File: config.mk
export PLATFORM = sky130hd
export DESIGN_NAME = dma_cmd_arbiter
export DESIGN_NICKNAME = d
export VERILOG_FILES = /design/src/rtl/dma_cmd_arbiter.sv
export SDC_FILE = /design/constraint.sdc
export NUM_CORES = 1
export LEC_CHECK = 0
export ABC_AREA = 1
export ABC_CLOCK_PERIOD_IN_PS = 2500
export CELL_PAD_IN_SITES_DETAIL_PLACEMENT = 0
export CELL_PAD_IN_SITES_GLOBAL_PLACEMENT = 2
export CORE_ASPECT_RATIO = 1.1
export CORE_MARGIN = 5
export CORE_UTILIZATION = 20
export CTS_BUF_LIST = sky130_fd_sc_hd__clkbuf_16
export DETAILED_ROUTE_END_ITERATION = 10
export MAX_ROUTING_LAYER = met4
export PLACE_DENSITY = 0.77
export REMOVE_ABC_BUFFERS = 1
export SETUP_SLACK_MARGIN = 0.05
export SYNTH_ARGS = -nofsm -noshare
export SYNTH_HDL_FRONTEND = slang
export SYNTH_SLANG_ARGS = --single-unit
export TNS_END_PERCENT = 50
File: constraint.sdc
create_clock -name clk -period 2.5 [get_ports clk]
set_input_delay 0.625 -clock clk [delete_from_list [all_inputs] [get_ports clk]]
set_output_delay 0.625 -clock clk [all_outputs]
set_load 0.03 [all_outputs]
File: src/rtl/dma_cmd_arbiter.sv
// dma_cmd_arbiter: shares one DMA engine between two command sources.
// Round-robin grant, one command in flight, per-requester completion pulse.
// Optional watchdog: define DMA_ARB_TIMEOUT_EN to abort a command whose engine
// never reports done within TIMEOUT_CYCLES RUN cycles (cmpl_err=1).
module dma_cmd_arbiter #(
    parameter int unsigned TIMEOUT_CYCLES = 1024
) (
    input  logic        clk,
    input  logic        rst,
    input  logic [1:0]  req_valid,
    output logic [1:0]  req_ready,
    input  logic [53:0] req_cmd,
    input  logic        hold,
    output logic        dma_start,
    output logic        dma_dir,
    output logic [7:0]  dma_ub_addr,
    output logic [15:0] dma_length,
    output logic [1:0]  dma_elem_sz,
    input  logic        dma_busy,
    input  logic        dma_done,
    output logic [1:0]  cmpl_valid,
    output logic        cmpl_err,
    output logic        arb_busy
);

    localparam int unsigned CMD_W = 27;

    typedef struct packed {
        logic        dir;
        logic [7:0]  ub_addr;
        logic [15:0] length;
        logic [1:0]  elem_sz;
    } dma_cmd_t;

    typedef enum logic [1:0] {
        S_IDLE,
        S_ISSUE,
        S_RUN,
        S_CMPL
    } state_e;

    state_e      state_q;
    logic        last_grant_q;
    logic        owner_q;
    logic        dma_start_q;
    logic        dma_dir_q;
    logic [7:0]  dma_ub_addr_q;
    logic [15:0] dma_length_q;
    logic [1:0]  dma_elem_sz_q;
    logic [1:0]  cmpl_valid_q;
    logic        cmpl_err_q;
    logic        arb_busy_q;

    logic        gnt_any_c;
    logic        gnt_c;
    dma_cmd_t    sel_cmd_c;

    // Engine status is informational only; sequencing relies on dma_done.
    logic unused_ok;
    assign unused_ok = ^{dma_busy, 32'(TIMEOUT_CYCLES)};

    // Grant decision: only in IDLE without hold; a tie favours the requester not served last.
    always_comb begin
        gnt_any_c = 1'b0;
        gnt_c     = 1'b0;
        if (state_q == S_IDLE && !hold) begin
            gnt_any_c = |req_valid;
            if (req_valid[0] && req_valid[1]) begin
                gnt_c = ~last_grant_q;
            end else begin
                gnt_c = req_valid[1];
            end
        end
    end

    assign sel_cmd_c = dma_cmd_t'(gnt_c ? req_cmd[2*CMD_W-1:CMD_W] : req_cmd[CMD_W-1:0]);
    assign req_ready = gnt_any_c ? {gnt_c, ~gnt_c} : 2'b00;

`ifdef DMA_ARB_TIMEOUT_EN
    localparam int unsigned CNT_W = $clog2(TIMEOUT_CYCLES + 1);

    logic [CNT_W-1:0] wdog_q;
    logic [CNT_W-1:0] wdog_d;

    // Watchdog next value: counts RUN cycles since the start pulse.
    assign wdog_d = wdog_q + CNT_W'(1);
`endif

    // Arbiter FSM with registered engine command, completion and status outputs.
    always_ff @(posedge clk or posedge rst) begin
        if (rst) begin
            state_q       <= S_IDLE;
            last_grant_q  <= 1'b1;
            owner_q       <= 1'b0;
            dma_start_q   <= 1'b0;
            dma_dir_q     <= 1'b0;
            dma_ub_addr_q <= 8'd0;
            dma_length_q  <= 16'd0;
            dma_elem_sz_q <= 2'd0;
            cmpl_valid_q  <= 2'b00;
            cmpl_err_q    <= 1'b0;
            arb_busy_q    <= 1'b0;
`ifdef DMA_ARB_TIMEOUT_EN
            wdog_q        <= '0;
`endif
        end else begin
            dma_start_q  <= 1'b0;
            cmpl_valid_q <= 2'b00;
            cmpl_err_q   <= 1'b0;
            case (state_q)
                S_IDLE: begin
                    if (gnt_any_c) begin
                        owner_q       <= gnt_c;
                        last_grant_q  <= gnt_c;
                        dma_dir_q     <= sel_cmd_c.dir;
                        dma_ub_addr_q <= sel_cmd_c.ub_addr;
                        dma_length_q  <= sel_cmd_c.length;
                        dma_elem_sz_q <= sel_cmd_c.elem_sz;
                        arb_busy_q    <= 1'b1;
                        if (sel_cmd_c.length != 16'd0) begin
                            state_q     <= S_ISSUE;
                            dma_start_q <= 1'b1;
                        end else begin
                            // Nothing to move: complete without touching the engine.
                            state_q      <= S_CMPL;
                            cmpl_valid_q <= {gnt_c, ~gnt_c};
                        end
                    end
                end
                S_ISSUE: begin
                    state_q <= S_RUN;
`ifdef DMA_ARB_TIMEOUT_EN
                    wdog_q  <= '0;
`endif
                end
                S_RUN: begin
                    if (dma_done) begin
                        state_q      <= S_CMPL;
                        cmpl_valid_q <= {owner_q, ~owner_q};
                    end
`ifdef DMA_ARB_TIMEOUT_EN
                    else if (wdog_d == CNT_W'(TIMEOUT_CYCLES)) begin
                        state_q      <= S_CMPL;
                        cmpl_valid_q <= {owner_q, ~owner_q};
                        cmpl_err_q   <= 1'b1;
                    end
                    wdog_q <= wdog_d;
`endif
                end
                S_CMPL: begin
                    state_q    <= S_IDLE;
                    arb_busy_q <= 1'b0;
                end
                default: begin
                    state_q    <= S_IDLE;
                    arb_busy_q <= 1'b0;
                end
            endcase
        end
    end

    assign dma_start   = dma_start_q;
    assign dma_dir     = dma_dir_q;
    assign dma_ub_addr = dma_ub_addr_q;
    assign dma_length  = dma_length_q;
    assign dma_elem_sz = dma_elem_sz_q;
    assign cmpl_valid  = cmpl_valid_q;
    assign arb_busy    = arb_busy_q;
`ifdef DMA_ARB_TIMEOUT_EN
    assign cmpl_err    = cmpl_err_q;
`else
    assign cmpl_err    = 1'b0;
    logic unused_err;
    assign unused_err  = cmpl_err_q;
`endif

endmodule

==> flow_summary.yaml <==
layout:
  nets: 385
  area_delta_synth_final_pct: 69.23
  fillers: 963
  drive_above_1_share_pct: 10.59
  final_common_cell: "clkdlybuf4s50_1"
  layout_common_cells: "clkdlybuf4s50_1, nand2_1, dfrtp_1"
  diodes: 0
yosys:
  synth_flop_cell: "dfrtp_1"
  synth_top_area_share_pct: 47.99
  yosysTopAreaCell: "dfrtp_1"
  yosysSeqAreaShare_pct: 49.47
  ys_ff_latch: 35
  yosys_warnings: 0
  async_flop_share_pct: 100.0
  netlist_instances: 220
  syn_area_per_cell_um2: 8.059
  syn_area_um2: 1773
  synth_edf_count: 0
  synth.area.top_cells: "dfrtp_1, nand2_1, nor2_1"
  post_synth_num_cell_types: 26
grt:
  grt_usage_pct: 11.05
  grt.overflow.total: 0
  grt_pass1_vias: 1901
  grt_pass1_wl_mm: 9.246
  grt_max_degree: 36
  antenna_found_initial: 0
detailed_routing:
  routed_wirelength_mm: 5.626
  drtIter0Drc: 42
  viasPerCell: 4.097
  drt_first_pass_iters: 4
  vias: 1782
  drcViolationCount: 0
  drtAntennaViolNets: 0
  wl_per_cell_um: 12.93
sta:
  fin_skew_ps: 3.084
  rsz0062_at_grt: "yes"
  setup-tns-final_ps: 0
  finalCriticalPeriod_ps: 2368
  holdWs_ps: 462.8
  fmax_mhz: 422.2
  finalMaxSlewViolations: 0
  layout_setup_ws_ps: 131.7
  hold_violations: 0
  min_period_over_period_pct: 94.73
  final-setup-viol-count: 0
placed_design:
  routabilityCongestion: 0.7043
  io_buffers: 92
  place_ws_ps: -10.14
  hpwl_mm: 4.152
floorplan:
  rows: 36
  initial_core_util_pct: 20.19
  core_um2: 8783
  dieArea_um2: 10850
  die_w_um: 99.77
  boundaryPins: 95
  die_y_um: 108.8
worst_hold_path:
  hold_start: "owner_q$_DFFE_PP0P_"
  hp-class: "reg2reg"
  whs_path_depth: 1
  hold_path_end: "cmpl_valid[0]$_DFF_PP0_"
setup_path:
  cp.arrival_ps: 1740
  crit_type: "in2out"
  r2r_end: "state_q[1]$_DFFE_PP0P_"
  r2r_setup_slack_ps: 430
  crit_fanout: 9
  worstPathRequired_ps: 1880
  end_kind: "primary output"
  start_kind: "primary input"
  r2r_cells: 14
  reg2reg_from: "state_q[0]$_DFFE_PP0P_"
clock_tree:
  tritoncts: "built"
  cts_sinks: 35
  cts_hold_buffers: 0
  numCtsBuffers: 5
  htree_levels: 2
  root_buffer: "clkbuf_16"
  clk_latency_ps: 280
  cts.clk_slew.worst_paths_ps: 60
  cts_max_path_buffers: 2
pwr:
  total_power_uw: 3364
  ir_drop_v: 0.0004464
  power.leakage_uw: 0.001328
  power_density_nw_per_um2: 1121
flow_run:
  maxCapViolCount: 0
status:
  status: "completed"
-- cells by family after synthesis --
| kind of cell | after synthesis | synth area share (%) |
|---|---|---|
| flops | 35 | 49.47 |
| simple gates | 132 | 31.83 |
| fa+ha+maj | 4 | 2.823 |
| buf+inv | 18 | 5.152 |
| compound gates | 30 | 10.52 |
| other cells | 1 | 0.2115 |
-- how the worst max path moves through the flow --
stage                                 startpoint            to  slack [ps]  cells after the start
after floorplan           state_q[0]$_DFFE_PP0P_  req_ready[0]         -70                      6
after global routing                        hold  req_ready[1]          50                      6
final                               req_valid[0]  req_ready[1]         130                      6
after detailed placement            req_valid[1]  req_ready[1]         -10                      5
after global placement              req_valid[1]  req_ready[1]          10                      5
after CTS                           req_valid[0]  req_ready[1]          60                      6
-- routing by layer --
metal	track usage, %	part of all wire, %	up-vias
met3	3.327	7.6	7
met2	17.35	45	69
met1	13.99	47	797
met5	-	0	-
li1	-	-	909
met4	2.634	0.94	0
-- synthesized netlist by cell type, types with 2 or more instances --
master     n
a21oi_1    3
a22oi_1    5
a31oi_1   16
buf_2      4
buf_6      2
clkbuf_1   2
dfrtp_1   34
ha_1       4
inv_1      7
inv_2      2
nand2_1   82
nand2_2    8
nand3_1    7
nor2_1    27
nor2_2     3
nor2_4     2
o21ai_0    2
o21ai_1    2
-- per-stage QoR --
step	cells	util (%)	instance area (um^2)
3_3_place_gp	425	32.41	2846
6_report	435	34.16	3000
5_1_grt	435	34.16	3000
4_1_cts	435	34.12	2997
3_5_place_dp	425	32.41	2846
2_1_floorplan	211	-	1715
-- worst max-delay path: stages --
cell and delay (ps):
clkdlybuf4s50_1 440, nand2_2 110, nand2_1 100, nor2_4 150, buf_6 150, buf_4 160
-- cell type report --
cell class	instances	area, um^2	share of cell area, %
timing repair buffer	102	1006	33.53
inverter	9	33.78	1.126
tap	114	142.6	4.754
clock buffer	5	125.1	4.170
sequential	35	877.1	29.23
multi-input combinational	167	804.5	26.81
clock inverter	3	11.26	0.3753
-- power by group --
part           switching, uW  internal, uW
registers                145           843
logic                   1030           756
clock network            234           359
total                   1410          1960
-- registers in the layout, summed over array words and instances (netlist names) --
signal	flops
last_grant_q	1
dma_ub_addr	8
dma_start	1
cmpl_valid	2
arb_busy	1
state_q	2
dma_dir	1
dma_length	16
dma_elem_sz	2
owner_q	1
-- timing repair --
action,in CTS,in global routing
endpoints found under the setup margin,1,2
pin swaps,1,2
gates resized for setup,1,1
buffers inserted,2,0
endpoints found under the hold margin,0,0
No activity file was read; power rests on OpenSTA's default activity.
